--- src/rtl/register_file_param_if.sv ---
// Register file access bundle: two read ports, one byte-masked write port,
// a debug read port and the init status flag.
interface register_file_param_if #(
    parameter int DATA_W = 32,
    parameter int ADDR_W = 5
);
    logic [ADDR_W-1:0]   rd_addr_1;
    logic [ADDR_W-1:0]   rd_addr_2;
    logic                rd_en;
    logic [DATA_W-1:0]   rd_data_1;
    logic [DATA_W-1:0]   rd_data_2;
    logic                wr_en;
    logic [ADDR_W-1:0]   wr_addr;
    logic [DATA_W-1:0]   wr_data;
    logic [DATA_W/8-1:0] wr_be;
    logic [ADDR_W-1:0]   dbg_addr;
    logic [DATA_W-1:0]   dbg_data;
    logic                init_busy;

    modport master (
        output rd_addr_1, rd_addr_2, rd_en,
        output wr_en, wr_addr, wr_data, wr_be,
        output dbg_addr,
        input  rd_data_1, rd_data_2, dbg_data, init_busy
    );

    modport slave (
        input  rd_addr_1, rd_addr_2, rd_en,
        input  wr_en, wr_addr, wr_data, wr_be,
        input  dbg_addr,
        output rd_data_1, rd_data_2, dbg_data, init_busy
    );
endinterface

--- src/rtl/register_file_param.sv ---
// Parameterised register file with byte-masked writes, write-to-read bypass,
// optional hard-wired zero entry and a post-reset init sequencer.
module register_file_param #(
    parameter int DATA_W    = 32,
    parameter int ADDR_W    = 5,
    parameter int ZERO_REG  = 1,
    parameter int INIT_MODE = 1
) (
    input  logic                 clock,
    input  logic                 reset_n,
    register_file_param_if.slave bus
);
    localparam int DEPTH = 2 ** ADDR_W;
    localparam int NB    = DATA_W / 8;
    localparam bit ZR    = (ZERO_REG != 0);

    typedef enum logic {INIT, RUN} state_t;

    state_t              state;
    state_t              state_nx;
    logic [ADDR_W-1:0]   init_ptr;
    logic [ADDR_W-1:0]   init_ptr_nx;
    logic [DATA_W-1:0]   mem [DEPTH];
    logic [NB-1:0]       we_be;
    logic [ADDR_W-1:0]   wa;
    logic [DATA_W-1:0]   wd;
    logic [DATA_W-1:0]   rd_1_nx;
    logic [DATA_W-1:0]   rd_2_nx;
    logic [DATA_W-1:0]   dbg_nx;

    function automatic logic is_zero(input logic [ADDR_W-1:0] a);
        return ZR && (a == '0);
    endfunction

    assign bus.init_busy = (state == INIT);

    // State and init pointer register
    always_ff @(posedge clock) begin
        if (!reset_n) begin
            state    <= INIT;
            init_ptr <= '0;
        end else begin
            state    <= state_nx;
            init_ptr <= init_ptr_nx;
        end
    end

    // Next state and array write port selection (init fill vs. user write)
    always_comb begin
        state_nx    = state;
        init_ptr_nx = init_ptr;
        we_be       = '0;
        wa          = bus.wr_addr;
        wd          = bus.wr_data;
        unique case (state)
            INIT: begin
                we_be = '1;
                wa    = init_ptr;
                wd    = (INIT_MODE != 0) ? DATA_W'(init_ptr) : '0;
                if (&init_ptr) begin
                    state_nx = RUN;
                end else begin
                    init_ptr_nx = init_ptr + ADDR_W'(1);
                end
            end
            RUN: begin
                if (bus.wr_en && !is_zero(bus.wr_addr)) begin
                    we_be = bus.wr_be;
                end
            end
            default: ;
        endcase
    end

    // Storage array; contents survive reset, writes in the reset cycle drop
    always_ff @(posedge clock) begin
        if (reset_n) begin
            for (int b = 0; b < NB; b++) begin
                if (we_be[b]) begin
                    mem[wa][8*b +: 8] <= wd[8*b +: 8];
                end
            end
        end
    end

    // Read data with same-cycle write bypass merged per byte
    always_comb begin
        rd_1_nx = mem[bus.rd_addr_1];
        rd_2_nx = mem[bus.rd_addr_2];
        dbg_nx  = mem[bus.dbg_addr];
        for (int b = 0; b < NB; b++) begin
            if (bus.wr_en && bus.wr_be[b]) begin
                if (bus.wr_addr == bus.rd_addr_1) begin
                    rd_1_nx[8*b +: 8] = bus.wr_data[8*b +: 8];
                end
                if (bus.wr_addr == bus.rd_addr_2) begin
                    rd_2_nx[8*b +: 8] = bus.wr_data[8*b +: 8];
                end
            end
        end
        if (is_zero(bus.rd_addr_1)) rd_1_nx = '0;
        if (is_zero(bus.rd_addr_2)) rd_2_nx = '0;
        if (is_zero(bus.dbg_addr))  dbg_nx  = '0;
    end

    // Registered read and debug outputs
    always_ff @(posedge clock) begin
        if (!reset_n) begin
            bus.rd_data_1 <= '0;
            bus.rd_data_2 <= '0;
            bus.dbg_data  <= '0;
        end else begin
            bus.dbg_data <= dbg_nx;
            if (state == INIT) begin
                bus.rd_data_1 <= '0;
                bus.rd_data_2 <= '0;
            end else if (bus.rd_en) begin
                bus.rd_data_1 <= rd_1_nx;
                bus.rd_data_2 <= rd_2_nx;
            end
        end
    end
endmodule

--- src/flat_wrapper.sv ---
// flat-port wrapper written by rule: the top's interface ports become plain ports
module register_file_param_flat 
#(
    parameter int DATA_W    = 32,
    parameter int ADDR_W    = 5,
    parameter int ZERO_REG  = 1,
    parameter int INIT_MODE = 1
)
  (clock, reset_n, bus_rd_addr_1, bus_rd_addr_2, bus_rd_en, bus_wr_en, bus_wr_addr, bus_wr_data, bus_wr_be, bus_dbg_addr, bus_rd_data_1, bus_rd_data_2, bus_dbg_data, bus_init_busy);
  register_file_param_if #(.DATA_W(DATA_W), .ADDR_W(ADDR_W)) bus_i ();
  input  logic clock;
  input  logic reset_n;
  input wire logic [$bits(bus_i.rd_addr_1)-1:0] bus_rd_addr_1;
  input wire logic [$bits(bus_i.rd_addr_2)-1:0] bus_rd_addr_2;
  input wire logic [$bits(bus_i.rd_en)-1:0] bus_rd_en;
  input wire logic [$bits(bus_i.wr_en)-1:0] bus_wr_en;
  input wire logic [$bits(bus_i.wr_addr)-1:0] bus_wr_addr;
  input wire logic [$bits(bus_i.wr_data)-1:0] bus_wr_data;
  input wire logic [$bits(bus_i.wr_be)-1:0] bus_wr_be;
  input wire logic [$bits(bus_i.dbg_addr)-1:0] bus_dbg_addr;
  output wire logic [$bits(bus_i.rd_data_1)-1:0] bus_rd_data_1;
  output wire logic [$bits(bus_i.rd_data_2)-1:0] bus_rd_data_2;
  output wire logic [$bits(bus_i.dbg_data)-1:0] bus_dbg_data;
  output wire logic [$bits(bus_i.init_busy)-1:0] bus_init_busy;
  assign bus_i.rd_addr_1 = bus_rd_addr_1;
  assign bus_i.rd_addr_2 = bus_rd_addr_2;
  assign bus_i.rd_en = bus_rd_en;
  assign bus_i.wr_en = bus_wr_en;
  assign bus_i.wr_addr = bus_wr_addr;
  assign bus_i.wr_data = bus_wr_data;
  assign bus_i.wr_be = bus_wr_be;
  assign bus_i.dbg_addr = bus_dbg_addr;
  assign bus_rd_data_1 = bus_i.rd_data_1;
  assign bus_rd_data_2 = bus_i.rd_data_2;
  assign bus_dbg_data = bus_i.dbg_data;
  assign bus_init_busy = bus_i.init_busy;
  register_file_param #(.DATA_W(DATA_W), .ADDR_W(ADDR_W), .ZERO_REG(ZERO_REG), .INIT_MODE(INIT_MODE)) u_core (.clock(clock), .reset_n(reset_n), .bus(bus_i));
endmodule
--- config.mk ---
export PLATFORM = sky130hd
export DESIGN_NAME = register_file_param_flat
export DESIGN_NICKNAME = d
export VERILOG_FILES = /design/src/rtl/register_file_param_if.sv /design/src/rtl/register_file_param.sv /design/src/flat_wrapper.sv
export SDC_FILE = /design/constraint.sdc
export NUM_CORES = 2
export LEC_CHECK = 0
export ABC_CLOCK_PERIOD_IN_PS = 3900
export BUFFER_PORTS_ARGS = -buffer_cell sky130_fd_sc_hd__buf_4
export CORE_UTILIZATION = 45
export CTS_BUF_LIST = sky130_fd_sc_hd__clkbuf_4 sky130_fd_sc_hd__clkbuf_8
export DETAILED_ROUTE_END_ITERATION = 16
export SYNTH_ARGS = -nofsm -noshare
export SYNTH_HDL_FRONTEND = slang
export SYNTH_SLANG_ARGS = --single-unit
--- constraint.sdc ---
create_clock -name clock -period 3.9 [get_ports clock]
set_clock_uncertainty 0.2 [all_clocks]
set_input_delay 0.39 -clock clock [delete_from_list [all_inputs] [get_ports clock]]
set_output_delay 0.39 -clock clock [all_outputs]
set_load 0.01 [all_outputs]
# Yosys cells after proc, flatten, opt, wreduce, memory -nomap -nowiden
# Memory sizes are Yosys's and may differ from the RTL's. A register that Yosys moved wholly into a read port is not among the register bits.
# Index checks and enable logic that the tools add are counted.
totals:
  ff_bits: 70
  mem_bits_rw: 1024
  in_bits: 60
  out_inout_bits: 97
  wordCells: 61
  mem_count: 1
mem_list:
  columns: ["memory", "depth", "word_bits", "read_ports", "rd_clocked_by_memory_dff", "write_ports", "line", "rtl"]
  rows:
  - ["u_core.mem", 32, 32, 3, 1, 1, "register_file_param.sv:23", "logic [DATA_W-1:0] mem [DEPTH];"]
op_classes:
  add_sub_neg: 1
  n_eq_ne: 2
  n_mux: 36
  bitwise: 3
  n_reduce_logical: 14
op_table:
  columns: ["operator", "n"]
  rows:
  - ["8-bit two-way mux", 16]
  - ["32-bit two-way mux", 3]
  - ["5-bit zero test", 4]
  - ["1-bit two-way mux", 14]
  - ["5-bit == test", 2]
  - ["4-bit case mux with 2 select lines", 1]
  - ["5-bit by 1-bit adder with 5-bit output (second input constant)", 1]
  - ["1-bit logical AND", 5]
  - ["5-bit two-way mux", 1]
  - ["5-bit AND reduction", 1]
  - ["4-bit two-way mux", 1]
  - ["2-bit AND reduction", 2]
  - ["1-bit NOT", 3]
  - ["2-bit OR reduction", 1]
  - ["1-bit zero test", 1]

# Longest topological paths before layout
logic_depth:
  depth_word: 8
  ltp_mapped: 10
  ltp_nobuf: 7

# Worst setup path after synthesis
# OpenSTA, ideal clock, no wires.
synth_timing:
  path_type: "register to register"
  startpoint: "reg u_core.state"
  endpoint: "mem u_core.mem[0][0] (data pin)"
  setup_time_ns: 0.454
  arrival_time_ns: 1.907
  required_ns: 3.246
  slack_ns: 1.339
  path_stages_with_launch: 4
  path_buffers: 2
  synth_period_minus_slack_ns: 2.561
  path_cell_list: "dfxtp_1 buf_2 clkbuf_1 o21ai_0"
synth_between:
  elab_chain_len: 1
synth_lines:
  columns: ["element", "line", "rtl"]
  rows:
  - ["from (decl)", "register_file_param.sv:19", "state_t state;"]
  - ["from (signal assigned)", "register_file_param.sv:43", "state <= state_nx;"]
  - ["32-bit two-way mux", "register_file_param.sv:55", "unique case (state)"]
  - ["net u_core.wd[0]", "register_file_param.sv:26", "logic [DATA_W-1:0] wd;"]
  - ["to (decl)", "register_file_param.sv:23", null]
# The timed path passes the listed nets, and every way through them passes these cells.

# Final worst setup path
layout_timing:
  startpoint: "reg u_core.state"
  endpoint: "reg u_core.bus.rd_data_1[11]"
layout_between:
  elab_chain_len: 1
layout_lines:
  columns: ["element", "line", "rtl"]
  rows:
  - ["2-bit AND reduction (no source line)", null, null]
  - ["to (signal assigned)", "register_file_param.sv:118", "bus.rd_data_1 <= rd_1_nx;"]
  - ["to (decl)", "register_file_param_if.sv:31", "output rd_data_1, rd_data_2, dbg_data, init_busy"]
# Every way passes these cells.
# A chain may end at the register's enable or synchronous reset.

==> impl_results.rst <==
.. list-table::
   :header-rows: 1

   * - Metric
     - Value
   * - Pin count of the biggest net entering global routing
     - 61
   * - Yosys cell types
     - 60
   * - Total routing usage reported by global routing
     - 33.6%
   * - Setup repair after global routing missed its margin
     - no
   * - Number of port buffers
     - 156
   * - Cell Rows
     - 133
   * - Synthesis-to-finish area growth
     - 15.6%
   * - Average wire per standard cell
     - 38.2 um
   * - Crit path time final
     - 3.69 ns
   * - Worst hold path depth
     - 3
   * - Total Negative Setup Slacks
     - 0 ns
   * - Hold path start
     - bus_wr_data[30]
   * - Length of the first detailed-routing pass in iterations
     - 7
   * - Transition time at the pin with the least slew margin
     - 1.33 ns
   * - First-pass GRT wire length
     - 315,000 um
   * - Gate Count Post-Synth
     - 3,659
   * - Placeable core region
     - 132,000 um^2
   * - Reg-to-reg slack, setup
     - 0.21 ns
   * - Antenna Violating Nets Remaining
     - 0
   * - Combined area of all synthesized cells
     - 60,000 um^2
   * - Endpoint with the worst hold slack
     - u_core.bus.rd_data_2[30]
   * - Async set-or-reset flop fraction in the synthesized netlist
     - 0%
   * - Clock tree from TritonCTS
     - done
   * - DPL Wire Length
     - 148,000 um
   * - Post-synth EDFFs
     - 1,024
   * - Area share of the largest cell type after synthesis
     - 51.2%
   * - Max Root-Sink Buffers
     - 3
   * - Number of cells after detailed placement
     - 5,553
   * - Mean instance size in the synthesized netlist
     - 16.4 um^2
   * - X dimension of the die
     - 367 um
   * - Die footprint
     - 135,000 um^2
   * - Number of ports placed on the die boundary
     - 157
   * - Final worst path period share
     - 94.6%
   * - Max IR drop VDD
     - 324 uV
   * - Kind of end point of the critical path
     - register
   * - Clock network latency to the later pin of the worst-skew pair
     - 0.94 ns
   * - Hold Violations, Final
     - 0
   * - Iteration-0 DRC count of the detailed router
     - 6,237
   * - Worst endpoint required time
     - 4.59 ns
   * - Synth warn
     - 0
   * - Critical path type
     - reg2reg
   * - Leading cell types by total area after synthesis
     - sky130_fd_sc_hd__edfxtp_1 51%, sky130_fd_sc_hd__mux4_2 25%, sky130_fd_sc_hd__mux2i_1 3.9%, sky130_fd_sc_hd__dfxtp_1 3.4%, sky130_fd_sc_hd__a22oi_1 2.1%
   * - Run status
     - finished clean
   * - Initial standard-cell utilization of the core
     - 45.5%
   * - Vias in the first global route
     - 40,900
   * - Root buf cell
     - sky130_fd_sc_hd__clkbuf_8
   * - Setup violation total in the final timing report
     - 0
   * - Highest fanout seen on the critical path
     - 30
   * - Max-cap check violation count
     - 0
   * - FF-to-FF Start
     - u_core.state
   * - Final Util
     - 52.6%
   * - Sink Count
     - 1,126
   * - Number of vias per cell after detailed routing
     - 7.02
   * - Final number of max-transition violations
     - 0
   * - Cell Pwr Density
     - 397 nW/um^2
   * - Final global-route overflow total
     - 0
   * - Non-filler cells, final
     - 5,981
   * - Final net count
     - 4,114
   * - Number of nets produced by synthesis
     - 3,721
   * - Number of synthesized register bits
     - 1,126
   * - Most repeated cell in the gate-level netlist after synthesis
     - sky130_fd_sc_hd__edfxtp_1
   * - Count of cells along the worst register-to-register path
     - 8
   * - Antenna violations before repair
     - 13
   * - Most used standard cells in the synthesized netlist
     - 1,024 x sky130_fd_sc_hd__edfxtp_1, 664 x sky130_fd_sc_hd__mux4_2, 233 x sky130_fd_sc_hd__mux2i_1
   * - Overall via count from detail_route
     - 42,000
   * - Reg-to-reg endpoint
     - u_core.bus.rd_data_1[11]
   * - Achievable clock frequency
     - 0.271 GHz
   * - Number of setup buffers added after CTS
     - 0
   * - Slew HR
     - 11.4%
   * - Clock input transition at the sequential cells of the worst setup and hold paths
     - 0.06 ns
   * - Cell leakage power
     - 0.0232 uW
   * - Worst EP arrival
     - 4.38 ns
   * - TritonCTS buffer count
     - 192
   * - Wire length reported by the detailed router
     - 228,000 um
   * - Kind of launch point of the worst setup path
     - register
   * - DRC
     - 0
   * - Sequential area share after synthesis
     - 54.6%
   * - Cell type with the highest aggregate area in the netlist
     - sky130_fd_sc_hd__edfxtp_1
   * - Height of the die
     - 367 um
   * - Power, Total
     - 27,600 uW
   * - Final GP Congestion
     - 0.972
   * - Top_reg_cell synth
     - sky130_fd_sc_hd__edfxtp_1
   * - Type of the worst min-delay path
     - in2reg
   * - Hold slack final
     - 0.110 ns
   * - Share of cells above drive strength 1
     - 37.6%
   * - Number of levels the H-tree was split into
     - 4
sequential cells by signal, indices dropped and copies added, names as in the netlist:
| register | count |
|---|---|
| u_core.bus.dbg_data | 32 |
| u_core.bus.rd_data_1 | 32 |
| u_core.bus.rd_data_2 | 32 |
| u_core.init_ptr | 5 |
| u_core.mem | 1024 |
| u_core.state | 1 |
critical path, stage by stage (launching register included):
cell and delay (ns):
sky130_fd_sc_hd__dfxtp_2 0.34, sky130_fd_sc_hd__buf_4 0.43, sky130_fd_sc_hd__nand2_4 0.41, sky130_fd_sc_hd__nor2_2 0.67, sky130_fd_sc_hd__buf_4 0.27, sky130_fd_sc_hd__a32oi_1 0.07, sky130_fd_sc_hd__dlygate4sd3_1 0.60, sky130_fd_sc_hd__nand2_1 0.06
sky130_fd_sc_hd__dlygate4sd3_1 0.53
metal layers:
metal	part of all wire [%]	routed length, um	vias up	track usage [%]
li1	-	-	16400	-
met1	36	82200	21800	44.2
met2	46	104000	3225	51.0
met3	13	29600	620	9.54
met4	5.5	12500	18	17.3
met5	0.075	171	-	0
worst max-delay path by stage:
stage / from / endpoint / slack (ns) / cells past startpoint
finish: u_core.state / u_core.bus.rd_data_1[11] / 0.21 / 8
floorplan: u_core.state / u_core.mem[0][0] / 1.34 / 3
global route: u_core.state / u_core.bus.rd_data_1[11] / 0.24 / 8
global placement: bus_rd_addr_1[2] / u_core.bus.rd_data_1[28] / 0.39 / 7
detailed placement: bus_rd_addr_1[0] / u_core.bus.rd_data_1[27] / 0.60 / 7
CTS: u_core.state / u_core.bus.rd_data_1[9] / 0.17 / 7
cell type report:
class	count	area (um^2)
clock inverter	79	598
fill	10800	62600
timing repair buffer	523	4610
multi-input combinational	2197	25700
antenna	6	15.0
clock buffer	283	3480
sequential	1126	32800
inverter	12	45.0
tap	1755	2200
repair_timing:
item                                   4_1_cts  5_1_grt
setup endpoints to repair                    0        1
endpoints found under the hold margin      326        0
hold buffers                                60        0
gates resized for setup                      0        1
kinds of logic after synthesis:
logic type | after synthesis | share of synthesized area (%)
compound gates | 570 | 6.86
xor+xnor | 13 | 0.190
fa+ha+maj | 2 | 0.0417
buf+inv | 336 | 2.91
flops | 1126 | 54.6
mux | 965 | 30.3
simple gates | 647 | 5.08
cells in the final DEF (no fill, tap or decap), drive strengths merged, types with 30 or more instances in the layout:
cell,instances
edfxtp,1024
mux4,674
buf,463
clkbuf,283
mux2i,233
nand2,212
nor2,169
a22oi,164
dfxtp,102
a211oi,65
a21oi,64
nor3,64
clkinv,64
dlygate4sd3,60
o21ai,60
mux2,58
a221oi,41
and2,39
nand4,39
or2,32
o22ai,32
nand3,30
report_power, final:
group	switching, uW	internal, uW
Clock	5110	6260
Combinational	1770	1260
Sequential	61.5	13100
Total	6940	20600
metrics by stage:
step | area (um^2) | setup WS [ns]
final | 69400 | 0.212
after detailed placement | 64700 | 0.598
after global routing | 69400 | 0.236
after floorplan | 60000 | 1.34
after CTS | 69400 | 0.172
after global placement | 64700 | 0.389
No activity file was read; power rests on OpenSTA's default activity.
